$ cat src/rtl/router_pkg.sv
// Shared router types: flit format, pipeline bus, port indices, port status and XY routing helpers.
package router_pkg;

   localparam int unsigned NUM_OF_PORTS = 5;
   localparam int unsigned COORD_W      = 4;
   localparam int unsigned PAYLOAD_W    = 16;

   localparam int unsigned LOCAL = 0;
   localparam int unsigned NORTH = 1;
   localparam int unsigned EAST  = 2;
   localparam int unsigned SOUTH = 3;
   localparam int unsigned WEST  = 4;

   typedef enum logic [1:0] {HEAD, BODY, TAIL, HEAD_TAIL} flit_type_t;

   typedef enum logic [1:0] {IDLE, ACTIVE, FULL} PORT_STATUS_t;

   typedef struct packed {
      flit_type_t           flit_type;
      logic [COORD_W-1:0]   dst_x;
      logic [COORD_W-1:0]   dst_y;
      logic [PAYLOAD_W-1:0] payload;
   } flit_t;

   typedef struct packed {
      flit_t flit;
   } router_pipeline_bus_t;

   function automatic logic is_head(input flit_type_t t);
      return (t == HEAD) || (t == HEAD_TAIL);
   endfunction

   function automatic logic is_tail(input flit_type_t t);
      return (t == TAIL) || (t == HEAD_TAIL);
   endfunction

   // Dimension-ordered routing: resolve X first, then Y, else eject locally.
   function automatic logic [NUM_OF_PORTS-1:0] xy_route(
      input logic [COORD_W-1:0] dst_x,
      input logic [COORD_W-1:0] dst_y,
      input logic [COORD_W-1:0] cur_x,
      input logic [COORD_W-1:0] cur_y
   );
      logic [NUM_OF_PORTS-1:0] r;
      r = '0;
      if (dst_x > cur_x)      r[EAST]  = 1'b1;
      else if (dst_x < cur_x) r[WEST]  = 1'b1;
      else if (dst_y > cur_y) r[NORTH] = 1'b1;
      else if (dst_y < cur_y) r[SOUTH] = 1'b1;
      else                    r[LOCAL] = 1'b1;
      return r;
   endfunction

endpackage

$ cat src/rtl/input_fifo.sv
// Circular flit buffer with occupancy count; head is always visible on rd_data.
module input_fifo
   import router_pkg::*;
#(
   parameter int unsigned DEPTH = 4,
   localparam int unsigned PTR_W = $clog2(DEPTH),
   localparam int unsigned CNT_W = PTR_W + 1
) (
   input  logic             clk,
   input  logic             reset,
   input  logic             wr_en,
   input  flit_t            wr_data,
   input  logic             rd_en,
   output flit_t            rd_data,
   output logic [CNT_W-1:0] count
);

   flit_t            mem [DEPTH];
   logic [PTR_W-1:0] wr_ptr;
   logic [PTR_W-1:0] rd_ptr;
   logic             rd_ok;
   logic             wr_ok;

   // A pop in the same cycle frees the slot, so a full buffer may still accept.
   assign rd_ok   = rd_en && (count != '0);
   assign wr_ok   = wr_en && ((count != CNT_W'(DEPTH)) || rd_ok);
   assign rd_data = mem[rd_ptr];

   always_ff @(posedge clk) begin
      if (wr_ok) mem[wr_ptr] <= wr_data;
   end

   always_ff @(posedge clk) begin
      if (reset) begin
         wr_ptr <= '0;
         rd_ptr <= '0;
         count  <= '0;
      end else begin
         if (wr_ok) wr_ptr <= PTR_W'(wr_ptr + 1'b1);
         if (rd_ok) rd_ptr <= PTR_W'(rd_ptr + 1'b1);
         count <= CNT_W'(count + CNT_W'(wr_ok) - CNT_W'(rd_ok));
      end
   end

endmodule

$ cat src/rtl/input_unit.sv
// Router input port: req/ack link receiver, flit FIFO, XY route latch and switch request.
// Optional INPUT_UNIT_STATS_EN adds saturating capture and stall counters.
module input_unit
   import router_pkg::*;
#(
   parameter int unsigned FIFO_DEPTH = 4,
   parameter int unsigned ROUTER_X   = 0,
   parameter int unsigned ROUTER_Y   = 0,
   localparam int unsigned CNT_W     = $clog2(FIFO_DEPTH) + 1
) (
   input  logic                    clk,
   input  logic                    reset,
   input  logic                    i_upstream_req,
   input  router_pipeline_bus_t    i_u2i,
   output logic                    o_upstream_ack,
   input  logic                    i_switch_grant,
   output logic [NUM_OF_PORTS-1:0] o_switch_request,
   output router_pipeline_bus_t    o_i2s,
   output logic [CNT_W-1:0]        o_fifo_count,
   output PORT_STATUS_t            o_port_status
`ifdef INPUT_UNIT_STATS_EN
   ,
   output logic [31:0]             o_stat_flits_rx,
   output logic [31:0]             o_stat_stall_cycles
`endif
);

   typedef enum logic [1:0] {RX_IDLE, RX_ACK, RX_WAIT_LOW} rx_state_t;

   rx_state_t               state;
   flit_t                   head;
   logic [CNT_W-1:0]        count;
   logic                    empty;
   logic                    full;
   logic                    capture;
   logic                    pop;
   logic                    drop;
   logic                    route_valid;
   logic [NUM_OF_PORTS-1:0] route;
   logic                    route_valid_n;
   logic [NUM_OF_PORTS-1:0] route_n;
   logic [CNT_W-1:0]        count_n;

   assign empty   = (count == '0);
   assign full    = (count == CNT_W'(FIFO_DEPTH));
   assign capture = !reset && (state == RX_IDLE) && i_upstream_req && !full;
   assign pop     = i_switch_grant && !empty && route_valid;
   // A non-head flit at the head with no route latched has nowhere to go.
   assign drop    = !empty && !route_valid && !is_head(head.flit_type);

   input_fifo #(.DEPTH(FIFO_DEPTH)) u_fifo (
      .clk     (clk),
      .reset   (reset),
      .wr_en   (capture),
      .wr_data (i_u2i.flit),
      .rd_en   (pop || drop),
      .rd_data (head),
      .count   (count)
   );

   assign o_fifo_count = count;

   // Next route and occupancy, used to register request and status coherently.
   always_comb begin
      route_valid_n = route_valid;
      route_n       = route;
      count_n       = count;
      if (pop && is_tail(head.flit_type)) begin
         route_valid_n = 1'b0;
         route_n       = '0;
      end else if (!route_valid && !empty && is_head(head.flit_type)) begin
         route_valid_n = 1'b1;
         route_n       = xy_route(head.dst_x, head.dst_y,
                                  COORD_W'(ROUTER_X), COORD_W'(ROUTER_Y));
      end
      if (capture && !(pop || drop))      count_n = CNT_W'(count + 1'b1);
      else if (!capture && (pop || drop)) count_n = CNT_W'(count - 1'b1);
   end

   always_ff @(posedge clk) begin
      if (reset) begin
         state            <= RX_IDLE;
         o_upstream_ack   <= 1'b0;
         route_valid      <= 1'b0;
         route            <= '0;
         o_switch_request <= '0;
         o_i2s            <= '0;
         o_port_status    <= IDLE;
      end else begin
         o_upstream_ack <= 1'b0;
         case (state)
            RX_IDLE: begin
               if (capture) begin
                  state          <= RX_ACK;
                  o_upstream_ack <= 1'b1;
               end
            end
            RX_ACK:      state <= RX_WAIT_LOW;
            RX_WAIT_LOW: if (!i_upstream_req) state <= RX_IDLE;
            default:     state <= RX_IDLE;
         endcase

         route_valid      <= route_valid_n;
         route            <= route_n;
         o_switch_request <= (route_valid_n && (count_n != '0)) ? route_n : '0;
         if (pop) o_i2s.flit <= head;

         if (count_n == CNT_W'(FIFO_DEPTH)) o_port_status <= FULL;
         else if (route_valid_n)            o_port_status <= ACTIVE;
         else                               o_port_status <= IDLE;
      end
   end

`ifdef INPUT_UNIT_STATS_EN
   always_ff @(posedge clk) begin
      if (reset) begin
         o_stat_flits_rx     <= '0;
         o_stat_stall_cycles <= '0;
      end else begin
         if (capture && (o_stat_flits_rx != '1))
            o_stat_flits_rx <= o_stat_flits_rx + 32'd1;
         if ((state == RX_IDLE) && i_upstream_req && full && (o_stat_stall_cycles != '1))
            o_stat_stall_cycles <= o_stat_stall_cycles + 32'd1;
      end
   end
`endif

   orphan_body_a: assert property (@(posedge clk) disable iff (reset) !drop);

endmodule

$ cat config.mk
export PLATFORM = sky130hd
export DESIGN_NAME = input_unit
export DESIGN_NICKNAME = d
export VERILOG_FILES = /design/src/rtl/router_pkg.sv /design/src/rtl/input_fifo.sv /design/src/rtl/input_unit.sv
export SDC_FILE = /design/constraint.sdc
export NUM_CORES = 1
export LEC_CHECK = 0
export CAP_MARGIN = 20
export CORE_UTILIZATION = 57
export DETAILED_ROUTE_END_ITERATION = 8
export PLACE_DENSITY = 0.88
export SLEW_MARGIN = 25
export SYNTH_ARGS = -nofsm -noshare
export SYNTH_HDL_FRONTEND = slang
export SYNTH_SLANG_ARGS = --single-unit
$ cat constraint.sdc
create_clock -name clk -period 7.2 [get_ports clk]
set_input_delay 1.44 -clock clk [delete_from_list [all_inputs] [get_ports clk]]
set_output_delay 1.44 -clock clk [all_outputs]
set_load 0.005 [all_outputs]
======== Word-level counts from Yosys, hierarchy flattened ========
Memory sizes are Yosys's and may differ from the RTL's. A register that Yosys moved wholly into a read port is not among the register bits.
Index checks and enable logic that the tools add are counted.
storage, ports and cells
  flip-flop bits (word level) ............. 49
  memory bits (writable) .................. 104
  bits of input ports ..................... 30
  output and inout port bits .............. 37
  logic and storage cells ................. 97
  memories kept ........................... 1
cells by class
  add/sub/neg operators ................... 6
  order comparisons ....................... 4
  equal/unequal tests ..................... 9
  multiplexer cells ....................... 27
  bitwise gates (word level) .............. 2
  reductions and logical operators ........ 34
memory list
  name        words  width  rd ports  clocked after Yosys merged registers in  write ports  RTL line          source
  u_fifo.mem  4      26     1         1                                        1            input_fifo.sv:18  flit_t mem [DEPTH];
operator list
  cell                   number
  $mux W2                8
  $logic_and A1 B1 Y1    14
  $mux W1                14
  $mux W5                2
  $gt A4 B1 Y1 const B   2
  $lt A4 B1 Y1 const B   2
  $logic_not A1 Y1       7
  $eq A2 B2 Y1 const B   3
  $eq A3 B3 Y1 const B   2
  $mux W3                2
  $pmux W2 S3            1
  $reduce_bool A3 Y1     2
  $reduce_or A2 Y1       3
  $add A2 B1 Y2 const B  2
  $logic_not A2 Y1       2
  $logic_or A1 B1 Y1     4
  $ne A2 B2 Y1 const B   2
  $add A3 B1 Y3          1
  $add A3 B1 Y3 const B  1
  $logic_not A3 Y1       1
  $ne A3 B3 Y1 const B   1
  $sub A3 B1 Y3          1
  $sub A3 B1 Y3 const B  1
  $eq A2 B1 Y1 const B   1
  2 further kinds        3

======== Longest topological paths before layout ========
  depth in word-level cells ............... 12
  depth in mapped cells ................... 15
  gate-level depth less buffers ........... 12

======== By module ========
From an unflattened synthesis, not the netlist that was laid out.
second synthesis, totals
  cells, all modules ...................... 371
  area, all modules ....................... 5869.4 um^2
by module, submodules not included
  module      times used  cells an instance  area an instance (um^2)  seq. area each (um^2)
  input_fifo  1           182                4202.8                   3303.2
  input_unit  1           189                1666.6                   840.8

======== Worst setup path before layout ========
OpenSTA, ideal clock, no wires.
  path type ............................... register to register
  from .................................... register (tool-made name)
  to ...................................... register u_fifo.count[2]
  setup time .............................. 128 ps
  data arrival time ....................... 3011 ps
  required time ........................... 7072 ps
  path slack .............................. 4061 ps
  cell stages (with the launch flop) ...... 15
  buffers on the path ..................... 3
  period minus slack after synthesis ...... 3139 ps
  cells stage by stage .................... dfxtp_1 clkbuf_1 clkbuf_1 mux4_2 ha_1 nand2b_1 and3_1 clkbuf_1 xnor2_1 ha_1 inv_1 fa_1 xor2_1 xnor2_1 nor2_1
RTL lines
  what                    RTL line          source
  end signal: assignment  input_fifo.sv:41  count <= CNT_W'(count + CNT_W'(wr_ok) - CNT_W'(rd_ok));
  end: declaration        input_fifo.sv:15  output logic [CNT_W-1:0] count

==> metrics.md <==
| Metric | Value |
|---|---|
| Status | `finished clean` |
| Port Buffers | `66` |
| Reg2Reg Depth | `12` |
| Final net count | `between 400 and 500` |
| Avg Vias per Cell | `between 5 and 6` |
| Hold Buf Count CTS | `0` |
| Total leakage power | `~2.4 nW` |
| Horiz. Die Dim | `a little over 100 um` |
| Maximum operating frequency | `about 270 MHz` |
| Fin Clk Skew | `0.00989 ns` |
| Core ar. | `just under 10000 um^2` |
| Clock Tree Root | `clkbuf_8` |
| Vias in the first global route | `3464` |
| Critical path required time | `around 7.6 ns` |
| Max-cap violations | `0` |
| Sequential power share | `45.5%` |
| Worst Hold End | `o_i2s[23]` |
| Synth-to-layout area growth | `23.2%` |
| Syn nets | `409` |
| Buffers and inverters on the worst path | `2` |
| Count of cell types in the netlist | `42` |
| Hold wc startpoint | `o_i2s[23]` |
| CTS resizes | `0` |
| Ant diodes | `0` |
| Initial antenna violation count | `0` |
| Synth Instances | `368` |
| Clock-pin transition on the worst setup and hold timing paths | `~0.06 ns` |
| Htree depth | `4` |
| Switching portion of total power | `27.9%` |
| Top FF cell, synth | `edfxtp_1` |
| Cell family with most CP delay | `flip-flops` |
| Vias | `around 3300` |
| Internal power | `about 0.0017 W` |
| Critical path arrival | `around 4.1 ns` |
| Sequential share of the synthesized area | `71.3%` |
| Clock share of power | `a little over a third` |
| Avg Cell Area, Syn | `around 16 um^2` |
| Ports | `67` |
| Worst-path cell chain | `mux4_2, inv_1, ha_1, nand2b_1, and3_1, xnor2_1, ha_1, inv_1, fa_1, xor2_1, xnor2_1, nor2_1` |
| Initial Util | `between 50% and 60%` |
| Num rows | `36` |
| Slowest CP cell | `dfxtp_2` |
| Synth Register Bits | `~160` |
| GRT Util Overall | `between 20% and 30%` |
| Psw | `0.000660 W` |
| # setup viols final | `0` |
| Final core utilization | `around 73%` |
| Worst-margin pin slew | `~0.94 ns` |
| Drt wl/cell | `19.6 um` |
| Maximum VDD drop | `just over 200 uV` |
| PD cells | `roughly 330 nW/um^2` |
| Clock buffers created by TritonCTS | `17` |
| Die Area | `around 11000 um^2` |
| RSZ-0062 raised after global routing | `no` |
| Pin count of the biggest net entering global routing | `42` |
| Initial DRC count | `roughly 200` |
| Clock Latency Late Sink | `0.53 ns` |
| Final hold violation count | `0` |
| Hold crit path type | `reg -> reg` |
| Reg-to-reg slack, setup | `between 3 and 4 ns` |
| DR pass1 iterations | `4` |
| Type of origin of the critical path | `flip-flop` |
| Min Tclk post-route | `between 3 and 4 ns` |
| Number of cells on the worst hold path | `2` |
| Critical setup path kind | `reg -> reg` |
| Slew Viols, Final | `0` |
| Setup crit end kind | `flip-flop` |
| Grt total ovfl | `0` |
| Setup bufs post-CTS | `0` |
| EDFF count, synth | `between 100 and 150` |
| DRC | `0` |
| Largest stage delay on the critical path | `about 0.95 ns` |
| CP max FO | `26` |
| GP Congestion | `between 0.7 and 0.8` |
| Layout cells sized above 1 | `between 15 and 20%` |
| Detail Route Antenna Nets | `0` |
| TNS Setup | `0 ns` |
| Clk buf depth | `2` |
| Crit Reg-Reg Endpoint | `u_fifo.count[2]` |
| Die span in y | `~100 um` |
| CTS sink count | `155` |
| Final wirelength | `between 10000 and 15000 um` |
| Combinational power share | `19.5%` |
| Crit share post-route | `approximately half` |
| Post-Syn Area | `around 5800 um^2` |
| CTS tree | `yes` |
| Synth Warn # | `0` |
| Post-DP HPWL | `6630 um` |
| Post-synthesis async set-or-reset flop share | `0%` |
| First-pass GRT wire length | `roughly 18000 um` |
| Relative slew margins | `between 30% and 40%` |
## kinds of logic (layout without fill, tap and decap cells)
| logic type | after synthesis | after routing | share of synthesized area [%] |
|---|---|---|---|
| compound gates | 44 | 44 | 4.82 |
| xor+xnor | 8 | 8 | 1.21 |
| fa+ha+maj | 11 | 11 | 2.50 |
| buf+inv | 25 | 112 | 1.96 |
| flops | 155 | 155 | 71.3 |
| mux | 26 | 26 | 10.4 |
| simple gates | 99 | 99 | 7.81 |
## worst max path at each step
stage                         start              end  cells past startpoint
after global placement        reset  u_fifo.count[2]                     10
after global routing      flip-flop  u_fifo.count[2]                     12
after detailed placement      reset  u_fifo.count[2]                     10
after floorplan           flip-flop  u_fifo.count[2]                     14
after CTS                 flip-flop  u_fifo.count[2]                     12
final                     flip-flop  u_fifo.count[2]                     12
## worst register-to-register path, cell delays in order, from the launching register on
cell and delay [ns]:
dfxtp_2 0.95, mux4_2 0.68, inv_1 0.11, ha_1 0.26, nand2b_1 0.15, and3_1 0.30
xnor2_1 0.16, ha_1 0.16, inv_1 0.05, fa_1 0.36, xor2_1 0.18, xnor2_1 0.14
nor2_1 0.05
## layout make-up
class | instances | area [um^2]
Sequential cell | 155 | 4150
Clock inverter | 15 | 140
Fill cell | 596 | 2660
Multi-Input combinational cell | 188 | 1560
Inverter | 8 | 30.0
Timing Repair Buffer | 72 | 706
Tap cell | 133 | 166
Clock buffer | 17 | 414
## registers in the layout, summed over array words and instances (netlist names), named ones only
| name | count |
|---|---|
| o_upstream_ack | 1 |
| u_fifo.count | 3 |
| u_fifo.wr_ptr | 2 |
| o_i2s | 26 |
| state | 2 |
| u_fifo.mem | 104 |
| o_switch_request | 5 |
| o_port_status | 2 |
| route_valid | 1 |
| route | 5 |
| u_fifo.rd_ptr | 2 |
## layout by cell type (no fill, tap or decap), drive strengths merged
cell and count:
o21ba 1, ha 10, nand4b 1, xnor2 5, or4 2, edfxtp 104, a21oi 29, clkinv 4
o2bb2a 1, clkinvlp 5, o311a 1, clkdlybuf4s50 66, nand3 2, a22oi 1, mux4 26, a211o 2
clkbuf 17, buf 6, inv 13, or2b 1, o31ai 1, xor2 3, nand2b 5, or2 1
or3 1, nor2b 1, nand2 56, o21ai 1, nor2 19, nand3b 2, and2 4, and3 2
dfxtp 51, fa 1, a311oi 1, o311ai 1, bufinv 1, nor3 2, a211oi 5
## stage by stage
step                cells  worst slack, ns  power, W  hold WS [ns]  cell area (um^2)
finish                588             3.52   0.00237         0.456              7160
global route          588             3.27   0.00247         0.472              7160
CTS                   588             3.47   0.00238         0.454              7160
detailed placement    556             3.22   0.00155         0.447              6600
global placement      556             3.33   0.00153         0.444              6600
floorplan             368             4.06   0.00140         0.420              5810
## layer usage
| metal | global-route usage, % | share of wire (%) | vias up |
|---|---|---|---|
| met3 | 5.63 | 6.4 | 29 |
| li1 | - | - | 1515 |
| met5 | 0 | 0 | - |
| met4 | 14.7 | 2.9 | 0 |
| met1 | 28.5 | 39 | 1668 |
| met2 | 39.4 | 52 | 135 |
## synth_stat cells (3+ instances only)
| library cell | count | share of area, % |
|---|---|---|
| nor2_1 | 17 | 1.1 |
| mux4_1 | 5 | 2.3 |
| and2_1 | 4 | 0.43 |
| xnor2_1 | 5 | 0.75 |
| ha_1 | 10 | 2.2 |
| nand2b_1 | 5 | 0.54 |
| a211oi_1 | 4 | 0.52 |
| xor2_1 | 3 | 0.45 |
| nand2_1 | 56 | 3.6 |
| a21oi_1 | 29 | 2.5 |
| clkbuf_1 | 13 | 0.84 |
| edfxtp_1 | 104 | 54 |
| dfxtp_1 | 51 | 18 |
| inv_1 | 8 | 0.52 |
| mux4_2 | 21 | 8.1 |
## power groups by stage
stage	sequential, W	combinational, W	clock, W
after floorplan	0.00107	0.000333	0
after global placement	0.00109	0.000434	0
after detailed placement	0.00110	0.000450	0
after CTS	0.00108	0.000459	0.000840
after global routing	0.00109	0.000505	0.000874
final	0.00108	0.000461	0.000830
Note: power is estimated with default switching activity, not from simulation.
